[config.mk]
export PLATFORM = sky130hd
export DESIGN_NAME = gray_to_binary_decoder
export DESIGN_NICKNAME = d
export VERILOG_FILES = /design/src/rtl/gray_to_binary_decoder.sv
export SDC_FILE = /design/constraint.sdc
export NUM_CORES = 1
export LEC_CHECK = 0
export BUFFER_PORTS_ARGS = -buffer_cell sky130_fd_sc_hd__buf_4
export CELL_PAD_IN_SITES_DETAIL_PLACEMENT = 1
export CELL_PAD_IN_SITES_GLOBAL_PLACEMENT = 2
export CORE_AREA = 2 2 62 64
export CTS_BUF_LIST = sky130_fd_sc_hd__clkbuf_8
export DETAILED_ROUTE_END_ITERATION = 16
export DIE_AREA = 0 0 64 66
export HOLD_SLACK_MARGIN = 0.1
export PLACE_DENSITY = 0.89
export SETUP_SLACK_MARGIN = 0.1
export SLEW_MARGIN = 20
export SYNTH_ARGS = -nofsm -noshare
export SYNTH_HDL_FRONTEND = slang
export SYNTH_SLANG_ARGS = --single-unit
[constraint.sdc]
create_clock -name clk -period 7.7 [get_ports clk]
set_input_delay 1.155 -clock clk [delete_from_list [all_inputs] [get_ports clk]]
set_output_delay 1.155 -clock clk [all_outputs]
set_load 0.02 [all_outputs]
[src/rtl/gray_to_binary_decoder.sv]
// Synchronises a gray-coded count into the clk domain, decodes it to binary and
// classifies each change as a +1 step, a -1 step or an illegal jump.
module gray_to_binary_decoder #(
  parameter int unsigned WIDTH       = 4,
  parameter int unsigned SYNC_STAGES = 2,
  parameter int unsigned ERR_W       = 8
) (
  input  logic             clk,
  input  logic             rst_n,
  input  logic [WIDTH-1:0] gray_in,
  output logic [WIDTH-1:0] bin_out,
  output logic             init_done,
  output logic             bin_valid,
  output logic             step_up,
  output logic             step_down,
  output logic             step_err,
  output logic [ERR_W-1:0] err_count
);

  localparam int unsigned CNT_W = $clog2(SYNC_STAGES) + 1;

  typedef enum logic {
    ST_INIT = 1'b0,
    ST_RUN  = 1'b1
  } state_t;

  state_t           r_state, w_state_nxt;
  logic [WIDTH-1:0] r_sync [SYNC_STAGES];
  logic [WIDTH-1:0] r_g_prev, w_g_prev_nxt;
  logic [CNT_W-1:0] r_cnt, w_cnt_nxt;
  logic [WIDTH-1:0] r_bin, w_bin_nxt;
  logic             r_init, w_init_nxt;
  logic             r_valid, w_valid_nxt;
  logic             r_up, w_up_nxt;
  logic             r_down, w_down_nxt;
  logic             r_err, w_err_nxt;
  logic [ERR_W-1:0] r_err_cnt, w_err_cnt_nxt;

  logic [WIDTH-1:0] w_g_sync;
  logic [WIDTH-1:0] w_g_init;
  logic [WIDTH-1:0] w_bin_sync;
  logic [WIDTH-1:0] w_bin_init;
  logic [WIDTH-1:0] w_diff;

  function automatic logic [WIDTH-1:0] gray2bin(input logic [WIDTH-1:0] g);
    logic [WIDTH-1:0] b;
    b[WIDTH-1] = g[WIDTH-1];
    for (int i = int'(WIDTH) - 2; i >= 0; i--) begin
      b[i] = b[i+1] ^ g[i];
    end
    return b;
  endfunction

  // Synchroniser chain
  always_ff @(posedge clk or negedge rst_n) begin
    if (!rst_n) begin
      for (int i = 0; i < int'(SYNC_STAGES); i++) r_sync[i] <= '0;
    end else begin
      r_sync[0] <= gray_in;
      for (int i = 1; i < int'(SYNC_STAGES); i++) r_sync[i] <= r_sync[i-1];
    end
  end

  assign w_g_sync   = r_sync[SYNC_STAGES-1];
  // The INIT-ending edge loads the value the last stage is about to take, so
  // g_prev matches g_sync on the first RUN edge and no spurious change is seen.
  assign w_g_init   = r_sync[SYNC_STAGES-2];
  assign w_bin_sync = gray2bin(w_g_sync);
  assign w_bin_init = gray2bin(w_g_init);
  assign w_diff     = w_bin_sync - r_bin;

  // State and output registers
  always_ff @(posedge clk or negedge rst_n) begin
    if (!rst_n) begin
      r_state   <= ST_INIT;
      r_g_prev  <= '0;
      r_cnt     <= '0;
      r_bin     <= '0;
      r_init    <= 1'b0;
      r_valid   <= 1'b0;
      r_up      <= 1'b0;
      r_down    <= 1'b0;
      r_err     <= 1'b0;
      r_err_cnt <= '0;
    end else begin
      r_state   <= w_state_nxt;
      r_g_prev  <= w_g_prev_nxt;
      r_cnt     <= w_cnt_nxt;
      r_bin     <= w_bin_nxt;
      r_init    <= w_init_nxt;
      r_valid   <= w_valid_nxt;
      r_up      <= w_up_nxt;
      r_down    <= w_down_nxt;
      r_err     <= w_err_nxt;
      r_err_cnt <= w_err_cnt_nxt;
    end
  end

  // Next-state and next-output logic
  always_comb begin
    w_state_nxt   = r_state;
    w_g_prev_nxt  = r_g_prev;
    w_cnt_nxt     = r_cnt;
    w_bin_nxt     = r_bin;
    w_init_nxt    = r_init;
    w_valid_nxt   = 1'b0;
    w_up_nxt      = 1'b0;
    w_down_nxt    = 1'b0;
    w_err_nxt     = 1'b0;
    w_err_cnt_nxt = r_err_cnt;

    case (r_state)
      ST_INIT: begin
        if (r_cnt == CNT_W'(SYNC_STAGES - 1)) begin
          w_state_nxt  = ST_RUN;
          w_bin_nxt    = w_bin_init;
          w_g_prev_nxt = w_g_init;
          w_init_nxt   = 1'b1;
        end else begin
          w_cnt_nxt = r_cnt + CNT_W'(1);
        end
      end
      ST_RUN: begin
        if (w_g_sync != r_g_prev) begin
          w_bin_nxt    = w_bin_sync;
          w_g_prev_nxt = w_g_sync;
          w_valid_nxt  = 1'b1;
          if (w_diff == WIDTH'(1)) begin
            w_up_nxt = 1'b1;
          end else if (w_diff == '1) begin
            w_down_nxt = 1'b1;
          end else begin
            w_err_nxt = 1'b1;
            if (r_err_cnt != '1) w_err_cnt_nxt = r_err_cnt + ERR_W'(1);
          end
        end
      end
      default: w_state_nxt = ST_INIT;
    endcase
  end

  assign bin_out   = r_bin;
  assign init_done = r_init;
  assign bin_valid = r_valid;
  assign step_up   = r_up;
  assign step_down = r_down;
  assign step_err  = r_err;
  assign err_count = r_err_cnt;

endmodule
==> out/qor.txt, run 1 <==
outcome: completed
DR vias/cell: 4.96
syn nets: 137
Core Region: 3550 um^2
share of layout cells above drive strength 1: 24.2%
Total GRT Usage: 16.4%
Crit path required time: 7.87 ns
YS warnings: 0
Clock Latency Late Sink: 0.29 ns
Distinct cells, synth: 29
Die Span X: 64 um
CTS resizes: 0
largest net degree at the start of global routing: 32
CTS buffer count: 5
first-pass GRT wire length: 5.18 mm
RSZ-0062 raised after global routing: false
CTS sink cnt: 31
clk buf depth: 2
drt first pass iters: 6
Hold-fix buffers, CTS: 0
Crit. End Element: flop
dpl cells: 193
Final TNS setup: 0 ns
CP startpoint kind: flop
ys async rst share: 100%
worst vdd ir: 0.173 mV
leakage power: 0.819 nW
Hold Vio Cnt, Final: 0
Chip Height: 66 um
crit path buf inv count: 0
Antenna Diode Count: 0
FP Rows: 22
final non-filler cell area: 1740 um^2
die footprint: 4220 um^2
DRC viols: 0
Critical Path, Cell by Cell: xor2_2, xor2_2, xnor2_1, ha_1, fa_1, xor2_1, and3b_2, mux2i_2, nand2_2, mux2_4
CP Class: flop to flop
Layout Utilization: 49.1%
HP Class: flop to flop
clock tree from TritonCTS: yes
period utilisation layout: 40.0%
Max Transition Viols Final: 0
wire length per cell: 14.7 um
area grow syn2layout: 22.3%
Synth Flop Type: dfrtp_1
most numerous cell in the Yosys netlist: dfrtp_1
Worst path slowest cell: dfrtp_1
post-route insts no fill: 201
WP data arrival: 3.26 ns
nets@finish: 164
largest cells by area after synthesis: dfrtp_1 54%, xnor2_1 8.0%, ha_1 4.4%, mux2i_1 2.8%, nand2_1 2.6%
Synth Cell Area: 1430 um^2
vias in the first global route: 1,095
P per Cell Area: 331 nW/um^2
Seq cells post-synth: 31
H-tree levels: 2
sequential element share of the synthesized area: 54.4%
Post-synth EDFFs: 0
worst slew pin tran: 0.545 ns
Setup-failing EPs final: 0
post-synth top area cell: dfrtp_1
# IOs: 23
Placed Instance Area: 1640 um^2
max incr delay on CP: 0.43 ns
GP Congestion: 0.749
Root Buffer: clkbuf_8
initial antenna violation count: 0
Post-synth top cells: 31 x dfrtp_1, 13 x xnor2_1, 10 x nand2_1
final wirelength: 2.95 mm
via count: 996
worst-path fanout max: 8
Clock Pin Slew Worst Setup and Hold Paths: 0.06 ns
1st-iter DRT viols: 16
final setup skew: 0.00622 ns
PortBufs: 22
cell mode on critical path: xor2_2
syn_area_per_cell: 11.4 um^2
post-layout minimum cycle time: 3.08 ns
Rel. slew slack: 63.7%
Post-CTS Setup Repair Bufs: 0
top cell type's share of synthesized area: 54.4%
grt ovf: 0
Routed Antenna Nets: 0
Max-Cap Viols: 0
post-DP HPWL: 2.18 mm
synthesized instance count: 125
Starting Density: 40.2%
FMAX: 0.324 GHz
top cell family by delay on the critical path: XOR/XNOR gates
-- where the power goes --
part           internal [mW]  total (mW)  switching (mW)
registers              0.195       0.226          0.0315
logic                 0.0982       0.211           0.113
clock network         0.0801       0.139          0.0593
total                  0.373       0.577           0.204
-- layout make-up --
type | count | area (um^2)
repair buffers | 23 | 173
fillers | 376 | 1810
multi-input cells | 84 | 609
clock inverters | 1 | 3.75
well taps | 48 | 60.1
clock buffers | 7 | 96.3
flip-flops and latches | 31 | 776
inverters | 7 | 26.3
-- cells by family after synthesis --
family | share of synthesized area, %
AND/OR/NAND/NOR | 12.5
flip-flops | 54.4
XOR/XNOR | 12.7
AO/OA/AOI/OAI | 6.84
buffers and inverters | 2.90
multiplexers | 4.82
adder cells (fa/ha/maj) | 5.79
-- worst register-to-register path: cells and delay by family (launching register included) --
| family | cells | cell delay (ns) |
|---|---|---|
| simple gates | 2 | 0.37 |
| xor+xnor | 4 | 0.84 |
| flops | 1 | 0.43 |
| mux | 2 | 0.72 |
| fa+ha+maj | 2 | 0.60 |
-- metal layers --
metal | track usage [%] | vias to the layer above | part of all wire, %
li1 | - | 471 | -
met3 | 4.94 | 7 | 4.8
met2 | 27.1 | 25 | 50
met5 | 0 | - | 0
met4 | 8.15 | 0 | 2.1
met1 | 19.3 | 493 | 43
-- placed cells by master, fill, tap and decap left out, drive strengths merged --
cell,instances
xnor2,13
a31oi,2
nor3,3
mux2i,5
inv,8
xor2,6
and3,4
nand3,4
nand2,11
nor4,1
buf,23
and3b,1
nor2,7
clkbuf,7
ha,5
a211oi,2
a21oi,4
fa,1
nor2b,1
mux2,1
o21ai,7
nand4,2
and2,2
dfrtp,31
a21o,2
-- state kept, by name, summed over array words and instances, names as in the netlist --
name       flops
bin_out        3
bin_valid      1
err_count      8
init_done      1
r_cnt          2
r_g_prev       4
r_state        1
step_down      1
step_err       1
step_up        1
w_g_init       4
w_g_sync       4
-- through the flow --
| stage | power, mW | hold WS (ns) | setup slack (ns) |
|---|---|---|---|
| floorplan | 0.364 | 0.391 | 4.95 |
| global placement | 0.430 | 0.402 | 4.81 |
| detailed placement | 0.441 | 0.414 | 4.64 |
| CTS | 0.583 | 0.428 | 4.61 |
| global route | 0.612 | 0.446 | 4.47 |
| finish | 0.577 | 0.426 | 4.62 |
-- worst paths after layout --
| check | end | slack, ns | start | cells after the start |
|---|---|---|---|---|
| setup / recovery | err_count[1] | 4.62 | w_g_sync[3] | 10 |
| hold / removal | w_g_sync[2] | 0.43 | w_g_init[2] | 0 |
| setup reg to reg | err_count[1] | 4.62 | w_g_sync[3] | 10 |
| hold reg to reg | w_g_sync[2] | 0.43 | w_g_init[2] | 0 |
| max in group asynchronous | bin_out[0] | 6.62 | rst_n | 1 |
| min in group asynchronous | bin_out[2] | 0.79 | rst_n | 1 |
(Power assumes the default switching activity.)
==> run 2, diff against run 1 <==
ABC_AREA = 1   (was unset)
CORE_AREA = 2 2 72 74   (was 2 2 62 64)
DIE_AREA = 0 0 74 76   (was 0 0 64 66)
PLACE_DENSITY = 0.82   (was 0.89)
clock period = 3.06 ns   (was 7.7 ns; I/O delays follow)
==> out/qor.txt, run 2 <==
outcome: completed
post-synth top area cell: dfrtp_1
sequential cell area: 776 um^2
nets@finish: 229
Seq cells post-synth: 31
DR vias/cell: 4.39
largest cells by area after synthesis: dfrtp_1 47%, nand2_1 14%, inv_1 5.9%, nand3_1 5.8%, ha_1 3.8%
worst-path fanout max: 9
Antenna Diode Count: 0
most numerous cell in the Yosys netlist: nand2_1
Crit. End Element: flop
clock tree from TritonCTS: yes
GP Congestion: 0.722
Final TNS setup: 0 ns
post-layout minimum cycle time: 2.60 ns
die footprint: 5620 um^2
CTS buffer count: 5
sequential element share of the synthesized area: 47.0%
Rel. slew slack: 67.2%
via count: 1,264
period utilisation layout: 85.1%
Setup-failing EPs final: 0
Die Span X: 74 um
Post-synth EDFFs: 0
Core Region: 4910 um^2
post-route insts no fill: 288
YS warnings: 0
Starting Density: 33.6%
most frequent cells in the layout: 62 x nand2_1, 31 x dfrtp_1, 27 x inv_1
RSZ-0062 raised after global routing: false
R2R depth: 18
WP data arrival: 2.82 ns
1st-iter DRT viols: 39
Post-synth top cells: 62 x nand2_1, 31 x dfrtp_1, 26 x inv_1, 19 x nand3_1, 8 x nor2_1
ys async rst share: 100%
HP Class: input port to asynchronous set/reset pin
Total GRT Usage: 14.7%
worst slew pin tran: 0.492 ns
area of the multi-input gates: 746 um^2
number of flip-flops in the largest register: 8
Routed Antenna Nets: 0
share of layout cells above drive strength 1: 22.9%
Clock Latency Late Sink: 0.28 ns
# IOs: 23
synthesized instance count: 191
post-DP HPWL: 2.59 mm
Chip Height: 76 um
Crit path required time: 3.28 ns
Synth Flop Type: dfrtp_1
dpl cells: 280
H-tree levels: 2
P per Cell Area: 695 nW/um^2
commonest non-fill, non-tap cell in the layout: nand2_1
Fill cells: 611
Max Transition Viols Final: 0
leakage power: 1.03 nW
syn_area_per_cell: 8.64 um^2
FP Rows: 26
initial antenna violation count: 0
wire length per cell: 12.0 um
Synth Cell Area: 1650 um^2
grt ovf: 0
drt first pass iters: 4
Distinct cells, synth: 26
Post-CTS Setup Repair Bufs: 0
Clock Pin Slew Worst Setup and Hold Paths: 0.07 ns
worst vdd ir: 0.371 mV
clk buf depth: 2
final setup skew: 0.00925 ns
syn nets: 203
CP startpoint kind: flop
area grow syn2layout: 19.9%
first-pass GRT wire length: 6.36 mm
final wirelength: 3.45 mm
Root Buffer: clkbuf_8
CP Class: flop to flop
Hold-fix buffers, CTS: 0
DRC viols: 0
PortBufs: 22
Hold Vio Cnt, Final: 0
CTS sink cnt: 31
top cell type's share of synthesized area: 47.0%
largest net degree at the start of global routing: 32
FMAX: 0.384 GHz
Max-Cap Viols: 0
CTS resizes: 0
Layout Utilization: 40.3%
vias in the first global route: 1,353
[run 2: metal layers]
metal	GRT usage (%)	share of wire (%)	up-vias
li1	-	-	652
met5	0	0	-
met4	6.55	2.2	0
met3	3.97	2.6	6
met1	19.5	49	591
met2	22.3	46	15
[run 2: worst max-delay path, stage by stage (launching register included)]
cell and delay (ns):
dfrtp_1 0.41, inv_2 0.08, nand2_1 0.08, nand2_1 0.10
nand2_1 0.07, nand2_1 0.10, inv_1 0.11, nand2_1 0.07
nand2_1 0.06, inv_1 0.04, ha_1 0.20, fa_1 0.51
nor2_1 0.05, nand2_1 0.05, nand3b_2 0.15, nand2_2 0.08
nor2_4 0.19, nand3_1 0.11, nand2_1 0.08
[run 2: final timing paths]
path | slack (ns) | end | from
setup / recovery | 0.46 | err_count[1] | w_g_sync[3]
hold / removal | 0.11 | w_g_init[2] | rst_n
setup reg to reg | 0.46 | err_count[1] | w_g_sync[3]
hold reg to reg | 0.45 | w_g_sync[2] | w_g_init[2]
max in group asynchronous | 2.65 | err_count[7] | rst_n
min in group clk | 0.28 | w_g_init[3] | gray_in[3]
[run 2: cell type report]
| type | instances | area share, % |
|---|---|---|
| Inverter | 28 | 5.31 |
| Sequential cell | 31 | 39.2 |
| Clock buffer | 7 | 4.87 |
| Tap cell | 70 | 4.42 |
| Timing Repair Buffer | 22 | 8.34 |
| Clock inverter | 1 | 0.190 |
| Multi-Input combinational cell | 129 | 37.7 |
[run 2: logic make-up (layout without fill, tap and decap cells)]
| logic type | Yosys count | after routing | synth area share (%) |
|---|---|---|---|
| buf+inv | 31 | 58 | 7.81 |
| flops | 31 | 31 | 47.0 |
| xor+xnor | 7 | 7 | 3.72 |
| fa+ha+maj | 6 | 6 | 5.00 |
| compound gates | 14 | 14 | 7.43 |
| simple gates | 102 | 102 | 29.0 |
[run 2: power breakdown]
| part | switching, mW | total [mW] | internal [mW] |
|---|---|---|---|
| clock network | 0.149 | 0.351 | 0.202 |
| logic | 0.278 | 0.473 | 0.196 |
| registers | 0.0730 | 0.551 | 0.478 |
[run 2: through the flow]
stage / power (mW) / instance area [um^2] / hold WS [ns] / setup slack, ns
global placement: 1.03 / 1880 / 0.419 / 0.497
detailed placement: 1.04 / 1880 / 0.430 / 0.413
finish: 1.37 / 1980 / 0.106 / 0.457
CTS: 1.40 / 1980 / 0.119 / 0.400
global route: 1.50 / 1980 / 0.120 / 0.123
floorplan: 0.872 / 1650 / 0.163 / 0.711
==> run 3, diff against run 2 <==
ABC_AREA = unset   (was 1)
CORE_AREA = 2 2 65 67   (was 2 2 72 74)
DIE_AREA = 0 0 67 69   (was 0 0 74 76)
PLACE_DENSITY = 0.83   (was 0.82)
SLEW_MARGIN = unset   (was 20)
==> out/qor.txt, run 3 (synthesis gave the netlist of run 1 again) <==
largest net degree at the start of global routing: 32
post-DP HPWL: 2.16 mm
grt ovf: 0
Final TNS setup: 0 ns
# IOs: 23
Critical Path, Cell by Cell: xor2_4, xor2_2, xnor2_2, ha_2, fa_1, and3b_2, mux2i_2, buf_4, nand4_1, xnor2_1
Antenna Diode Count: 0
HP Class: input port to asynchronous set/reset pin
most frequent cells in the layout: 30 x buf_4, 29 x dfrtp_1, 12 x xnor2_1
H-tree levels: 2
switch share: 35.8%
WP data arrival: 2.97 ns
CTS sink cnt: 31
Clock Latency Late Sink: 0.27 ns
leakage power: 0.851 nW
wire length per cell: 13.9 um
final setup skew: 0.00287 ns
number of flip-flops in the largest register: 8
crit path buf inv count: 1
Routed Antenna Nets: 0
via count: 996
area grow syn2layout: 26.5%
Total GRT Usage: 14.0%
1st-iter DRT viols: 20
share of layout cells above drive strength 1: 29.4%
Core Region: 3910 um^2
commonest non-fill, non-tap cell in the layout: buf_4
worst slack, placed: 0.155 ns
net switching power: 0.513 mW
clock tree from TritonCTS: yes
setup ws final: 0.247 ns
Setup-failing EPs final: 0
area of the multi-input gates: 631 um^2
post-layout minimum cycle time: 2.81 ns
worst vdd ir: 0.274 mV
Clock Pin Slew Worst Setup and Hold Paths: 0.06 ns
Crit path required time: 3.22 ns
sequential share of power: 39.9%
Combinational Power Share: 39.7%
DR vias/cell: 4.74
Max-Cap Viols: 0
clk buf depth: 2
Starting Density: 36.4%
outcome: completed
Worst path slowest cell: fa_1
Chip Height: 69 um
initial antenna violation count: 0
final wirelength: 2.92 mm
RSZ-0062 raised after global routing: false
worst-path fanout max: 7
Crit. End Element: flop
P per Cell Area: 794 nW/um^2
CP Class: flop to flop
Fill cells: 464
drt first pass iters: 4
FP Rows: 23
FMAX: 0.356 GHz
dpl cells: 196
worst slew pin tran: 0.527 ns
Root Buffer: clkbuf_8
CTS buffer count: 5
vias in the first global route: 1,030
nets@finish: 171
Cell Int Power: 0.921 mW
DRC viols: 0
Hold Vio Cnt, Final: 0
sequential cell area: 778 um^2
Clk pwr share: 20.4%
first-pass GRT wire length: 4.91 mm
post-route insts no fill: 210
Rel. slew slack: 64.9%
GP Congestion: 0.802
CP startpoint kind: flop
top cell family by delay on the critical path: XOR/XNOR gates
Max Transition Viols Final: 0
max incr delay on CP: 0.48 ns
Hold-fix buffers, CTS: 0
period utilisation layout: 91.9%
PortBufs: 22
die footprint: 4620 um^2
Die Span X: 67 um
==> run 3: cell count changes in the layout (fill, tap and decap cells not counted), sizes merged, moves of 3 or more <==
cell    delta
a21oi      +3
and3       +4
buf        +8
inv       -20
mux2i      +5
nand2     -57
nand3     -16
nor3       +3
o211ai     -6
xnor2      +8
xor2       +4
==> run 3: stage by stage <==
step                      power [mW]  instance area (um^2)  hold WS [ns]  utilization, %
after global routing            1.53                  1800         0.131            46.1
after floorplan                0.915                  1430         0.163               -
after detailed placement        1.12                  1650         0.410            42.3
final                           1.43                  1800         0.102            46.1
after global placement          1.10                  1650         0.405            42.3
after CTS                       1.42                  1740         0.114            44.3
==> run 3: final timing paths <==
path                            cells past startpoint            to         from  slack (ns)
worst max-delay path                               10  err_count[5]  w_g_sync[2]        0.25
worst min-delay path                                1   w_g_sync[3]        rst_n        0.10
worst max register to register                     10  err_count[5]  w_g_sync[2]        0.25
worst min register to register                      0   w_g_sync[2]  w_g_init[2]        0.42
max in group asynchronous                           1   w_g_sync[2]        rst_n        2.66
min in group clk                                    1   w_g_init[2]   gray_in[2]        0.29
==> run 3: metal layers <==
metal | GRT usage (%) | wire, um | vias to the layer above
met5 | 0 | 0 | -
met4 | 5.44 | 43 | 0
met3 | 3.92 | 88 | 5
met2 | 22.1 | 1530 | 17
met1 | 17.9 | 1260 | 491
li1 | - | - | 483
==> run 3: layout make-up <==
cell class	count	area share, %
tap	50	3.47
timing repair buffer	30	12.5
inverter	7	1.46
clock buffer	5	3.81
multi-input combinational	84	35.0
clock inverter	3	0.693
sequential	31	43.1
==> run 3: timing repair <==
item / CTS / global route
buffers inserted: 0 / 6
endpoints found under the setup margin: 0 / 8
resized for setup: 0 / 5
==> run 3: power groups by stage <==
stage          sequential, mW  combinational, mW  clock [mW]
2_1_floorplan           0.643              0.272           0
3_3_place_gp            0.574              0.529           0
3_5_place_dp            0.577              0.542           0
4_1_cts                 0.572              0.545       0.301
5_1_grt                 0.586              0.620       0.323
6_report                0.572              0.569       0.292
